$ cat src/rtl/dds_meter_pkg.sv
// Shared definitions for the DDS tone meter.
// Contents: FSM state encoding, period-per-cycle thresholds for the frequency
// select estimator, and the midscale helper for unsigned sample streams.
package dds_meter_pkg;

  typedef enum logic [1:0] {
    IDLE = 2'd0,
    SYNC = 2'd1,
    MEAS = 2'd2
  } state_t;

  // Samples per single sine period at each select, for a 9-bit phase
  // accumulator (512 samples at fword=1). Boundaries sit between neighbours.
  localparam int P_TH_F0 = 384;
  localparam int P_TH_F1 = 213;
  localparam int P_TH_F2 = 149;
  localparam int P_TH_F3 = 115;
  localparam int P_TH_F4 = 94;
  localparam int P_TH_F5 = 79;

  localparam int DATA_W_DFLT = 8;

  function automatic int mid_of(input int data_w);
    return 1 << (data_w - 1);
  endfunction

  localparam int MID = mid_of(DATA_W_DFLT);

endpackage

$ cat src/rtl/dds_tone_meter_xing.sv
// Rising midscale-crossing detector with hysteresis.
// Ports:
//   clk, rst_n    clock, asynchronous active-low reset
//   i_clr         synchronous clear of the hysteresis state
//   i_din_valid   sample qualifier; state only moves on valid samples
//   i_din         unsigned sample
//   o_xing        combinational: this valid sample is a rising crossing
module dds_xing_det
  import dds_meter_pkg::*;
#(
  parameter int DATA_W = 8,
  parameter int HYST   = 16
) (
  input  logic              clk,
  input  logic              rst_n,
  input  logic              i_clr,
  input  logic              i_din_valid,
  input  logic [DATA_W-1:0] i_din,
  output logic              o_xing
);

  localparam logic [DATA_W-1:0] TH_HI = DATA_W'(mid_of(DATA_W) + HYST);
  localparam logic [DATA_W-1:0] TH_LO = DATA_W'(mid_of(DATA_W) - HYST);

  logic r_hi;
  logic w_above;
  logic w_below;

  assign w_above = (i_din >= TH_HI);
  assign w_below = (i_din <= TH_LO);

  // Between the thresholds the previous level is held, so noise around
  // midscale cannot produce extra crossings.
  always_ff @(posedge clk or negedge rst_n) begin
    if (!rst_n) begin
      r_hi <= 1'b0;
    end else if (i_clr) begin
      r_hi <= 1'b0;
    end else if (i_din_valid) begin
      if (w_above) begin
        r_hi <= 1'b1;
      end else if (w_below) begin
        r_hi <= 1'b0;
      end
    end
  end

  assign o_xing = i_din_valid & ~r_hi & w_above;

endmodule

$ cat src/rtl/dds_tone_meter.sv
// DDS tone meter: measures the sample count spanning NPER sine periods and
// estimates the generator's 3-bit frequency select from it.
// Configuration: define DDS_METER_LOCK_EN to enable lock indication;
// otherwise locked is tied low.
// Ports:
//   clk, rst_n     clock, asynchronous active-low reset
//   en             meter enable; low returns to idle and clears state
//   din_valid      sample qualifier
//   din            unsigned sample
//   period         samples spanning the last NPER periods
//   period_valid   one-cycle pulse when period/f_sel_est update
//   f_sel_est      estimated frequency select (0..6)
//   locked         two consecutive equal estimates
//   timeout        one-cycle pulse when no measurement completes in time
module dds_tone_meter
  import dds_meter_pkg::*;
#(
  parameter int DATA_W  = 8,
  parameter int HYST    = 16,
  parameter int NPER    = 4,
  parameter int CNT_W   = 16,
  parameter int TIMEOUT = 4095
) (
  input  logic              clk,
  input  logic              rst_n,
  input  logic              en,
  input  logic              din_valid,
  input  logic [DATA_W-1:0] din,
  output logic [CNT_W-1:0]  period,
  output logic              period_valid,
  output logic [2:0]        f_sel_est,
  output logic              locked,
  output logic              timeout
);

  localparam int NPER_LOG2 = $clog2(NPER);
  localparam int NC_W      = NPER_LOG2 + 1;

  function automatic logic [2:0] est_fsel(input logic [CNT_W-1:0] per_in);
    logic [CNT_W-1:0] p;
    p = per_in >> NPER_LOG2;
    if      (p >= CNT_W'(P_TH_F0)) return 3'd0;
    else if (p >= CNT_W'(P_TH_F1)) return 3'd1;
    else if (p >= CNT_W'(P_TH_F2)) return 3'd2;
    else if (p >= CNT_W'(P_TH_F3)) return 3'd3;
    else if (p >= CNT_W'(P_TH_F4)) return 3'd4;
    else if (p >= CNT_W'(P_TH_F5)) return 3'd5;
    else                           return 3'd6;
  endfunction

  logic             w_xing;
  logic             w_clr;
  state_t           r_state, w_state_nxt;
  logic [CNT_W-1:0] r_cnt, w_cnt_nxt, w_cnt_inc;
  logic [NC_W-1:0]  r_ncross, w_ncross_nxt, w_ncross_inc;
  logic             w_done;
  logic             w_to;
  logic [2:0]       w_est;
  logic [CNT_W-1:0] r_period;
  logic [2:0]       r_f_sel_est;
  logic             r_period_valid;
  logic             r_timeout;

  assign w_clr = ~en;

  dds_xing_det #(
    .DATA_W (DATA_W),
    .HYST   (HYST)
  ) u_xing (
    .clk         (clk),
    .rst_n       (rst_n),
    .i_clr       (w_clr),
    .i_din_valid (din_valid),
    .i_din       (din),
    .o_xing      (w_xing)
  );

  assign w_cnt_inc    = r_cnt + CNT_W'(1);
  assign w_ncross_inc = r_ncross + NC_W'(1);
  assign w_est        = est_fsel(w_cnt_inc);

  // The crossing that completes NPER periods wins over a coincident timeout;
  // the crossing that starts a measurement in SYNC does too.
  assign w_done = en & din_valid & w_xing & (r_state == MEAS) &
                  (w_ncross_inc == NC_W'(NPER));
  assign w_to   = en & din_valid & (r_state != IDLE) & ~w_done &
                  ~((r_state == SYNC) & w_xing) &
                  (w_cnt_inc == CNT_W'(TIMEOUT));

  always_comb begin
    w_state_nxt  = r_state;
    w_cnt_nxt    = r_cnt;
    w_ncross_nxt = r_ncross;
    if (!en) begin
      w_state_nxt  = IDLE;
      w_cnt_nxt    = '0;
      w_ncross_nxt = '0;
    end else begin
      case (r_state)
        IDLE: begin
          w_state_nxt  = SYNC;
          w_cnt_nxt    = '0;
          w_ncross_nxt = '0;
        end
        SYNC: begin
          if (din_valid) begin
            if (w_xing) begin
              w_state_nxt  = MEAS;
              w_cnt_nxt    = '0;
              w_ncross_nxt = '0;
            end else if (w_to) begin
              w_cnt_nxt = '0;
            end else begin
              w_cnt_nxt = w_cnt_inc;
            end
          end
        end
        MEAS: begin
          if (din_valid) begin
            // The completing crossing becomes the next sync point.
            if (w_done) begin
              w_cnt_nxt    = '0;
              w_ncross_nxt = '0;
            end else if (w_to) begin
              w_state_nxt  = SYNC;
              w_cnt_nxt    = '0;
              w_ncross_nxt = '0;
            end else begin
              w_cnt_nxt = w_cnt_inc;
              if (w_xing) begin
                w_ncross_nxt = w_ncross_inc;
              end
            end
          end
        end
        default: begin
          w_state_nxt  = IDLE;
          w_cnt_nxt    = '0;
          w_ncross_nxt = '0;
        end
      endcase
    end
  end

  always_ff @(posedge clk or negedge rst_n) begin
    if (!rst_n) begin
      r_state  <= IDLE;
      r_cnt    <= '0;
      r_ncross <= '0;
    end else begin
      r_state  <= w_state_nxt;
      r_cnt    <= w_cnt_nxt;
      r_ncross <= w_ncross_nxt;
    end
  end

  always_ff @(posedge clk or negedge rst_n) begin
    if (!rst_n) begin
      r_period       <= '0;
      r_f_sel_est    <= '0;
      r_period_valid <= 1'b0;
      r_timeout      <= 1'b0;
    end else begin
      r_period_valid <= w_done;
      r_timeout      <= w_to;
      if (w_done) begin
        r_period    <= w_cnt_inc;
        r_f_sel_est <= w_est;
      end
    end
  end

`ifdef DDS_METER_LOCK_EN
  logic r_locked;
  logic r_prev_vld;

  // r_f_sel_est still holds the previous estimate when w_done is evaluated;
  // r_prev_vld says whether that previous estimate belongs to this run.
  always_ff @(posedge clk or negedge rst_n) begin
    if (!rst_n) begin
      r_locked   <= 1'b0;
      r_prev_vld <= 1'b0;
    end else if (!en) begin
      r_locked   <= 1'b0;
      r_prev_vld <= 1'b0;
    end else if (w_done) begin
      r_locked   <= r_prev_vld & (w_est == r_f_sel_est);
      r_prev_vld <= 1'b1;
    end else if (w_to) begin
      r_locked   <= 1'b0;
      r_prev_vld <= 1'b0;
    end
  end

  assign locked = r_locked;
`else
  assign locked = 1'b0;
`endif

  assign period       = r_period;
  assign period_valid = r_period_valid;
  assign f_sel_est    = r_f_sel_est;
  assign timeout      = r_timeout;

endmodule

$ cat config.mk
export PLATFORM = sky130hd
export DESIGN_NAME = dds_tone_meter
export DESIGN_NICKNAME = d
export VERILOG_FILES = /design/src/rtl/dds_meter_pkg.sv /design/src/rtl/dds_tone_meter_xing.sv /design/src/rtl/dds_tone_meter.sv
export SDC_FILE = /design/constraint.sdc
export NUM_CORES = 1
export LEC_CHECK = 0
export BUFFER_PORTS_ARGS = -buffer_cell sky130_fd_sc_hd__buf_2
export CORE_ASPECT_RATIO = 1.25
export CORE_UTILIZATION = 35
export DETAILED_ROUTE_END_ITERATION = 8
export PLACE_DENSITY_LB_ADDON = 0.12
export SLEW_MARGIN = 10
export SYNTH_ARGS = -nofsm -noshare
export SYNTH_HDL_FRONTEND = slang
export SYNTH_SLANG_ARGS = --single-unit
$ cat constraint.sdc
create_clock -name clk -period 4.3 [get_ports clk]
set_clock_uncertainty 0.05 [all_clocks]
set_input_delay 0.43 -clock clk [delete_from_list [all_inputs] [get_ports clk]]
set_output_delay 0.43 -clock clk [all_outputs]
set_load 0.02 [all_outputs]
==> impl_metrics.csv <==
group,metric,value,unit
cts,post-cts-setup-buffers,0,
detailed_routing,viasPerCell,5.72,
grt,grt_util_all_layers,18.1,%
layout,drive_gt1_share,17.1,%
place,io_buffer_count,32,
layout,nFillCells,843,
floorplanning,dieWidth,85,um
sta,slew_headroom,32.3,%
detailed_routing,antenna_left,0,
cts,cts_tree,"yes",
yosys,ys_warn_count,0,
sta,drv_slew,0,
worst_setup_path,critPathMaxFanout,16,
yosys,synthCells,347,
cts,h-tree-depth,2,
worst_setup_path,crit_chain,"ha_1 -> and2_2 -> nand4_4 -> mux2_4 -> o21a_4 -> o21bai_2 -> o221ai_1",
floorplanning,start_util,36.4,%
layout,antenna_cells,0,
yosys,synth_nets,367,
grt,grt_max_degree,44,
min_path,hp-class,"in2async",
layout,mostFrequentLayoutCell,"nand2_1",
cts,clock_latency,0.30,ns
cts,cts-buffers-inserted,5,
cts,clkSinkCount,43,
power_and_ir_drop,ir_drop,0.162,mV
cts,clkTransAtPathRegs,0.09,ns
power_and_ir_drop,cellPowerDensity,266,mW/mm2
cts,cts_hold_buffers,0,
worst_setup_path,crit_path_end_kind,"register",
detailed_routing,first_pass_iters,4,
detailed_routing,wl_per_cell,16.7,um
worst_setup_path,slowest_delay,0.57,ns
sta,finalHoldViolCount,0,
floorplanning,die_h,106,um
yosys,yosysUniqueCellTypes,68,
worst_setup_path,worst_path_max_delay_cell,"dfrtp_1",
sta,worst_pin_slew,1.02,ns
cts,cts_resized,0,
floorplanning,rows,37,
worst_setup_path,critPathKind,"reg2reg",
cts,cts_buffer_depth,2,
sta,totalNegativeSetupSlack,0,ns
place,gp_congestion,0.818,
grt,antenna_found_initial,0,
layout,nNetsFinal,383,
worst_setup_path,cp.arrival,3.04,ns
yosys,synth-main-ff-cell,"dfrtp_1",
yosys,synth_seq_cells,43,
grt,grt_pass1_wl,12800,um
detailed_routing,drt_iter0_drc,226,
grt,grt_overflow_total,0,
sta,period_share,68.1,%
run,cap_viol_max_count,0,
yosys,yosysSeqAreaShare,35.7,%
yosys,syn_area_per_cell,8.69,um2
layout,final_cell_mix,"51 x nand2_1, 43 x dfrtp_1, 32 x buf_2",
floorplanning,die-area,0.00899,mm2
sta,min_period,2.93,ns
worst_setup_path,worstPathRequired,4.41,ns
worst_setup_path,startpoint_type,"register",
power_and_ir_drop,p_leak,1.40,nW
yosys,synth_edf_count,0,
floorplanning,ios,34,
sta,setup_violations,0,
yosys,async_flop_share,100,%
cts,cts_root_buf,"clkbuf_8",
detailed_routing,vias,2630,
detailed_routing,drcViolationCount,0,
layout,final_util,39.6,%
floorplanning,core-area,0.00829,mm2
place,dpl.hpwl,5600,um
status,status,"finished, final reports clean",
sta,rsz0062_at_grt,"no",
sta,max_freq,342,MHz
grt,grt_pass1_vias,2443,
detailed_routing,drt_wl_total,7680,um
yosys,syn_area,0.00301,mm2
layout,area_growth,8.97,%
-- routing by layer --
| layer | wire, um | global-route usage (%) | part of all wire (%) |
|---|---|---|---|
| met1 | 3610 | 24.8 | 47 |
| met2 | 3720 | 29.3 | 48 |
| met3 | 225 | 2.35 | 2.9 |
| met4 | 118 | 6.30 | 1.5 |
| met5 | 0 | 0 | 0 |
-- worst max-delay path: cells and delay by family, from the launching register on --
kind            cells  cell delay (ns)
mux                 1             0.34
flops               1             0.57
fa+ha+maj           1             0.47
simple gates        2             0.45
compound gates      3             0.90
-- state kept, by name, summed over array words and instances, names as in the netlist --
signal        flops
r_state           2
f_sel_est         3
u_xing.r_hi       1
r_ncross          3
r_cnt            16
period_valid      1
timeout           1
period           16
-- path summary, 6_finish.rpt --
check	start	endpoint	slack, ns	depth (start not counted)
max	r_cnt[0]	r_cnt[2]	1.37	7
min	rst_n	r_cnt[0]	0.25	1
max reg2reg	r_cnt[0]	r_cnt[2]	1.37	7
min reg2reg	period[9]	period[9]	0.43	2
max in group asynchronous	rst_n	r_cnt[12]	3.31	1
min in group clk	din[7]	u_xing.r_hi	0.35	3
-- through the flow --
step           hold WS, ns  power [mW]  area [um2]  cells  setup WS [ns]
2_1_floorplan       0.0844       0.562        3010    347           2.08
3_3_place_gp         0.408       0.610        3200    453           1.44
3_5_place_dp         0.416       0.612        3200    453           1.38
4_1_cts              0.292       0.887        3280    460           1.36
5_1_grt              0.346       0.928        3280    460           1.15
6_report             0.253       0.874        3280    460           1.37
-- cell families (layout without fill, tap and decap cells) --
group                    after synthesis  count (layout)  share of synthesized area [%]
other                                  1               1                          0.124
multiplexers                           4               4                           1.49
XOR/XNOR                               9               9                           2.62
flip-flops                            43              43                           35.7
AND/OR/NAND/NOR                      156             156                           29.3
buffers and inverters                 34              50                           5.06
AO/OA/AOI/OAI                         92              92                           22.4
adder cells (fa/ha/maj)                8               8                           3.32
-- final cells by class --
cell class	instances	area, um2	share of cell area [%]
Clock buffer	6	82.6	2.51
Multi-Input combinational cell	270	1790	54.5
Clock inverter	1	5.00	0.152
Timing Repair Buffer	34	175	5.33
Sequential cell	43	1080	32.8
Tap cell	97	121	3.70
Inverter	9	33.8	1.03
-- cells in the mapped netlist (2+ instances only) --
cell type	n	share of area [%]
and2_1	4	0.83
or3_1	7	1.5
mux2i_1	3	1.0
nor4_1	4	0.83
o211ai_1	10	2.5
nand2_1	51	6.4
or2_2	3	0.62
nand4_4	2	1.4
buf_2	11	1.8
and3_1	9	1.9
nand4b_1	5	1.5
a21boi_0	2	0.50
o2111ai_1	4	1.2
buf_4	3	0.75
ha_1	8	3.3
o32ai_1	3	0.87
a31oi_1	5	1.0
nand3_1	13	2.2
xnor2_1	6	1.7
inv_1	9	1.1
o221ai_1	2	0.58
o21ai_0	22	3.7
a211oi_1	2	0.50
nand4_1	7	1.5
and4_1	2	0.58
nor2b_1	2	0.42
nor3_1	8	1.3
a21o_1	7	1.7
nand2b_1	6	1.2
clkbuf_1	10	1.2
nor2_1	19	2.4
a21oi_1	9	1.5
o31a_1	3	0.87
o31ai_1	6	1.5
nor3b_1	3	0.75
xor2_1	3	0.87
dfrtp_1	43	36
-- power by group --
group | internal [mW] | switching, mW | total [mW]
clock | 0.126 | 0.145 | 0.271
combinational | 0.0620 | 0.110 | 0.172
sequential | 0.415 | 0.0160 | 0.431
(Power assumes the default switching activity.)
